===== src/rtl/inv_chain_pipe.sv =====
// Parametrised registered inversion chain with per-stage valid, stall/flush,
// and a saturating count of value changes between consecutive valid outputs.
module inv_chain_pipe #(
  parameter int unsigned      WIDTH    = 1,
  parameter int unsigned      DEPTH    = 3,
  parameter logic [DEPTH-1:0] INV_MASK = {DEPTH{1'b1}},
  parameter int unsigned      CNT_W    = 8
) (
  input  logic             clk,
  input  logic             rst,
  input  logic             en,
  input  logic             flush,
  input  logic             in_valid,
  input  logic [WIDTH-1:0] in,
  input  logic             cnt_clr,
  output logic [WIDTH-1:0] out,
  output logic             out_valid,
  output logic [CNT_W-1:0] toggle_cnt
);

  localparam logic [CNT_W-1:0] CNT_MAX = {CNT_W{1'b1}};

  logic [WIDTH-1:0] d [DEPTH];
  logic [DEPTH-1:0] v;
  logic [WIDTH-1:0] last_out;
  logic             have_last;
  logic [CNT_W-1:0] cnt;

  logic [WIDTH-1:0] stage_in [DEPTH];
  logic [DEPTH-1:0] stage_vin;
  logic [WIDTH-1:0] new_word;
  logic             new_vld;
  logic             count_event;

  // Input seen by each stage: the port for stage 0, the previous register otherwise.
  always_comb begin
    stage_in[0]  = in;
    stage_vin[0] = in_valid;
    for (int k = 1; k < int'(DEPTH); k++) begin
      stage_in[k]  = d[k-1];
      stage_vin[k] = v[k-1];
    end
  end

  // Word about to be loaded into the output stage and whether it counts as a toggle.
  always_comb begin
    new_word    = stage_in[DEPTH-1] ^ {WIDTH{INV_MASK[DEPTH-1]}};
    new_vld     = stage_vin[DEPTH-1];
    count_event = en && !flush && new_vld && have_last && (new_word != last_out);
  end

  always_ff @(posedge clk) begin
    if (rst) begin
      for (int k = 0; k < int'(DEPTH); k++) d[k] <= '0;
      v         <= '0;
      last_out  <= '0;
      have_last <= 1'b0;
      cnt       <= '0;
    end else begin
      if (flush) begin
        for (int k = 0; k < int'(DEPTH); k++) d[k] <= '0;
        v         <= '0;
        have_last <= 1'b0;
      end else if (en) begin
        for (int k = 0; k < int'(DEPTH); k++) d[k] <= stage_in[k] ^ {WIDTH{INV_MASK[k]}};
        v <= stage_vin;
        if (new_vld) begin
          last_out  <= new_word;
          have_last <= 1'b1;
        end
      end
      // Clear beats a coincident count event; counter saturates instead of wrapping.
      if (cnt_clr) begin
        cnt <= '0;
      end else if (count_event && (cnt != CNT_MAX)) begin
        cnt <= cnt + CNT_W'(1);
      end
    end
  end

  assign out        = d[DEPTH-1];
  assign out_valid  = v[DEPTH-1];
  assign toggle_cnt = cnt;

endmodule


===== config.mk =====
export PLATFORM = sky130hd
export DESIGN_NAME = inv_chain_pipe
export DESIGN_NICKNAME = d
export VERILOG_FILES = /design/src/rtl/inv_chain_pipe.sv
export SDC_FILE = /design/constraint.sdc
export NUM_CORES = 1
export LEC_CHECK = 0
export ABC_AREA = 1
export CORE_MARGIN = 2
export CORE_UTILIZATION = 50
export CTS_CLUSTER_SIZE = 24
export DETAILED_ROUTE_END_ITERATION = 8
export PLACE_DENSITY = 0.86
export SKIP_LAST_GASP = 1
export SYNTH_ARGS = -nofsm -noshare
export SYNTH_HDL_FRONTEND = slang
export SYNTH_SLANG_ARGS = --single-unit

===== constraint.sdc =====
create_clock -name clk -period 2.46 [get_ports clk]
set_clock_uncertainty 0.05 [all_clocks]
set_input_delay 0.369 -clock clk [delete_from_list [all_inputs] [get_ports clk]]
set_output_delay 0.369 -clock clk [all_outputs]
set_load 0.02 [all_outputs]

==> impl_metrics.env <==
export IMPL_status="finished clean"
export IMPL_arrival_ns=1.37
export IMPL_rows=14
export IMPL_cp_start_kind="flop"
export IMPL_irDropWorstVdd_mv=0.329
export IMPL_cp_depth=1
export IMPL_setup_viol=0
export IMPL_r2r_setup_slack_ns=1.09
export IMPL_endpoint="toggle_cnt[7]"
export IMPL_viasPerCell=5.19
export IMPL_synth_most_common_cell="nand2_1"
export IMPL_ys_ff_latch=16
export IMPL_syn_avg_cell_area_um2=7.29
export IMPL_r2r_cells=6
export IMPL_dieArea_um2=1970
export IMPL_detail_route_wirelength_um=1550
export IMPL_final_cells=147
export IMPL_crit_path_end_kind="primary output"
export IMPL_place_inst=143
export IMPL_initialDrtViolationCount=17
export IMPL_postSynthCellCount=112
export IMPL_first_global_vias=603
export IMPL_r2r_end="toggle_cnt[6]$_SDFFE_PP0P_"
export IMPL_die_w_um=44.4
export IMPL_cts_inserted_buffers=3
export IMPL_ys_top_cells_by_area="dfxtp_1 32%, nand2_1 11%, edfxtp_1 11%, nor2_1 9.2%, nand3_1 7.4%"
export IMPL_ys_warn_count=0
export IMPL_cts_tree="done"
export IMPL_netlist_area_leader_share_pct=31.9
export IMPL_seq_area_frac_synth_pct=42.9
export IMPL_cts_setup_buffers=0
export IMPL_p_per_area_nw_per_um2=447
export IMPL_dp_hpwl_um=1200
export IMPL_cp_top_family="buffers and inverters"
export IMPL_antenna_found_initial=0
export IMPL_synth_edf_count=3
export IMPL_timing_max_cap_violations=0
export IMPL_slew_headroom_pct=63.1
export IMPL_dr_pass1_iters=4
export IMPL_finalHoldViolations=0
export IMPL_min_period_ns=1.79
export IMPL_setup_tns_ns=0
export IMPL_io_pins=17
export IMPL_core_area_um2=1520
export IMPL_gr_usage_all_layers_pct=17.8
export IMPL_wl_per_cell_um=10.5
export IMPL_worstSkewPairLatency_ns=0.30
export IMPL_yosysTopAreaCell="dfxtp_1"
export IMPL_required_ns=2.04
export IMPL_cts_sinks=16
export IMPL_root_buffer="clkbuf_4"
export IMPL_grt_start_max_net_pins=15
export IMPL_setup_worst_path_start="toggle_cnt[7]$_SDFFE_PP0P_"
export IMPL_cts_buffer_depth=2
export IMPL_diodes=0
export IMPL_io_buffer_count=16
export IMPL_critPathKind="reg -> out"
export IMPL_finalPower_uw=452
export IMPL_hold_buffers=0
export IMPL_synth_area_um2=817
export IMPL_gp_congestion=0.800
export IMPL_drv_slew=0
export IMPL_max_stage_delay_ns=0.64
export IMPL_ant_nets=0
export IMPL_synthTopCellsByCount="25 x nand2_1, 20 x nor2_1, 14 x inv_1, 13 x dfxtp_1, 12 x nand3_1"
export IMPL_synth_flop_cell="dfxtp_1"
export IMPL_cpMaxStageDelayCell="clkdlybuf4s50_1"
export IMPL_ys_types=21
export IMPL_clkTransAtPathRegs_ns=0.10
export IMPL_path_max_fanout=5
export IMPL_grt_pass1_wl_um=2490
export IMPL_rsz0062_at_grt="false"
export IMPL_holdCritPathClass="reg -> reg"
export IMPL_cts_resized=0
export IMPL_cts_htree_levels=1
export IMPL_synthArstFlopShare_pct=0
export IMPL_r2r_start="toggle_cnt[0]$_SDFFE_PP0P_"
export IMPL_drive_gt1_share_pct=8.40
export IMPL_drc=0
export IMPL_die_h_um=44.4
export IMPL_start_util_pct=53.6
export IMPL_overflow=0
export IMPL_final_nets=140
export IMPL_max_freq_ghz=0.559
export IMPL_static_leakage_power_uw=0.000409
export IMPL_synth_fp_nets=120
export IMPL_via_count=763
export IMPL_period_share_pct=72.8
export IMPL_worst_pin_slew_ns=0.551
export IMPL_syn_to_final_growth_pct=23.9
export IMPL_cp_num_buf_inv=1
export IMPL_crit_chain="clkdlybuf4s50_1"
## flip-flops by register name, indices dropped and copies added (netlist names)
name	count
d	3
last_out	1
toggle_cnt	8
have_last	1
v	3
## where the power goes
part           switching (µW)  internal [µW]  leakage (µW)
clock network            89.3           59.2     0.0000154
registers                2.52            272      0.000138
logic                    15.3           14.2      0.000256
total                     107            345      0.000409
## worst min path at each step
stage / startpoint / endpoint / slack (ns) / depth (start not counted)
after floorplan: v[0]$_SDFFE_PP0P_ / v[0]$_SDFFE_PP0P_ / 0.39 / 2
after global placement: v[0]$_SDFFE_PP0P_ / v[1]$_SDFFE_PP0P_ / 0.42 / 2
after detailed placement: v[0]$_SDFFE_PP0P_ / v[0]$_SDFFE_PP0P_ / 0.42 / 2
after CTS: v[0]$_SDFFE_PP0P_ / v[0]$_SDFFE_PP0P_ / 0.44 / 2
after global routing: v[0]$_SDFFE_PP0P_ / v[1]$_SDFFE_PP0P_ / 0.46 / 2
final: v[0]$_SDFFE_PP0P_ / v[0]$_SDFFE_PP0P_ / 0.43 / 2
## worst reg2reg max path: stages (launching register included)
cell	delay [ns]
dfxtp_1	0.43
ha_1	0.21
nand2_1	0.11
nor3_1	0.27
nand3_1	0.11
nand2_1	0.07
nor2_1	0.04
## per-layer routing
layer  GRT usage, %  up-vias  share of wire [%]
li1               -      401                  -
met4           12.7        0                2.6
met5              0        -                  0
met2           26.8       23                 49
met3           2.45        5                4.6
met1           23.5      334                 44
## cell usage in the layout, fill, tap and decap left out
cell type and n:
nor2_4 2, inv_1 14, nand4_2 1, clkinv_1 1
inv_2 1, o21ai_2 1, ha_1 1, a21oi_1 6
nand2_2 2, nand3_4 1, edfxtp_1 3, nand4_1 1
o21ai_0 4, nand3_1 12, nor2_1 20, clkdlybuf4s50_1 16
nor3_1 1, o21bai_1 1, nand2_1 25, a211oi_1 1
nand3b_1 1, dfxtp_1 13, clkbuf_4 3
## metrics by stage
stage	setup WS, ns	cell area (µm²)	util, %	hold slack (ns)
after floorplan	1.10	817	-	0.394
after global placement	0.660	986	64.7	0.423
after detailed placement	0.572	986	64.7	0.424
after CTS	0.667	1010	66.4	0.439
after global routing	0.643	1010	66.4	0.464
final	0.670	1010	66.4	0.432
## cells by family (layout without fill, tap and decap cells)
family,Yosys count,count (layout),synth area share [%]
adder cells (fa/ha/maj),1,1,1.53
flip-flops,16,16,42.9
AO/OA/AOI/OAI,13,13,9.04
AND/OR/NAND/NOR,66,66,38.3
buffers and inverters,16,35,8.27
## layout make-up
| type | count | area (µm²) |
|---|---|---|
| timing repair buffer | 16 | 160 |
| sequential | 16 | 350 |
| clock inverter | 1 | 3.75 |
| fill | 128 | 512 |
| multi-input combinational | 80 | 399 |
| inverter | 15 | 56.3 |
| tap | 16 | 20.0 |
| clock buffer | 3 | 22.5 |
No activity file was read; power rests on OpenSTA's default activity.
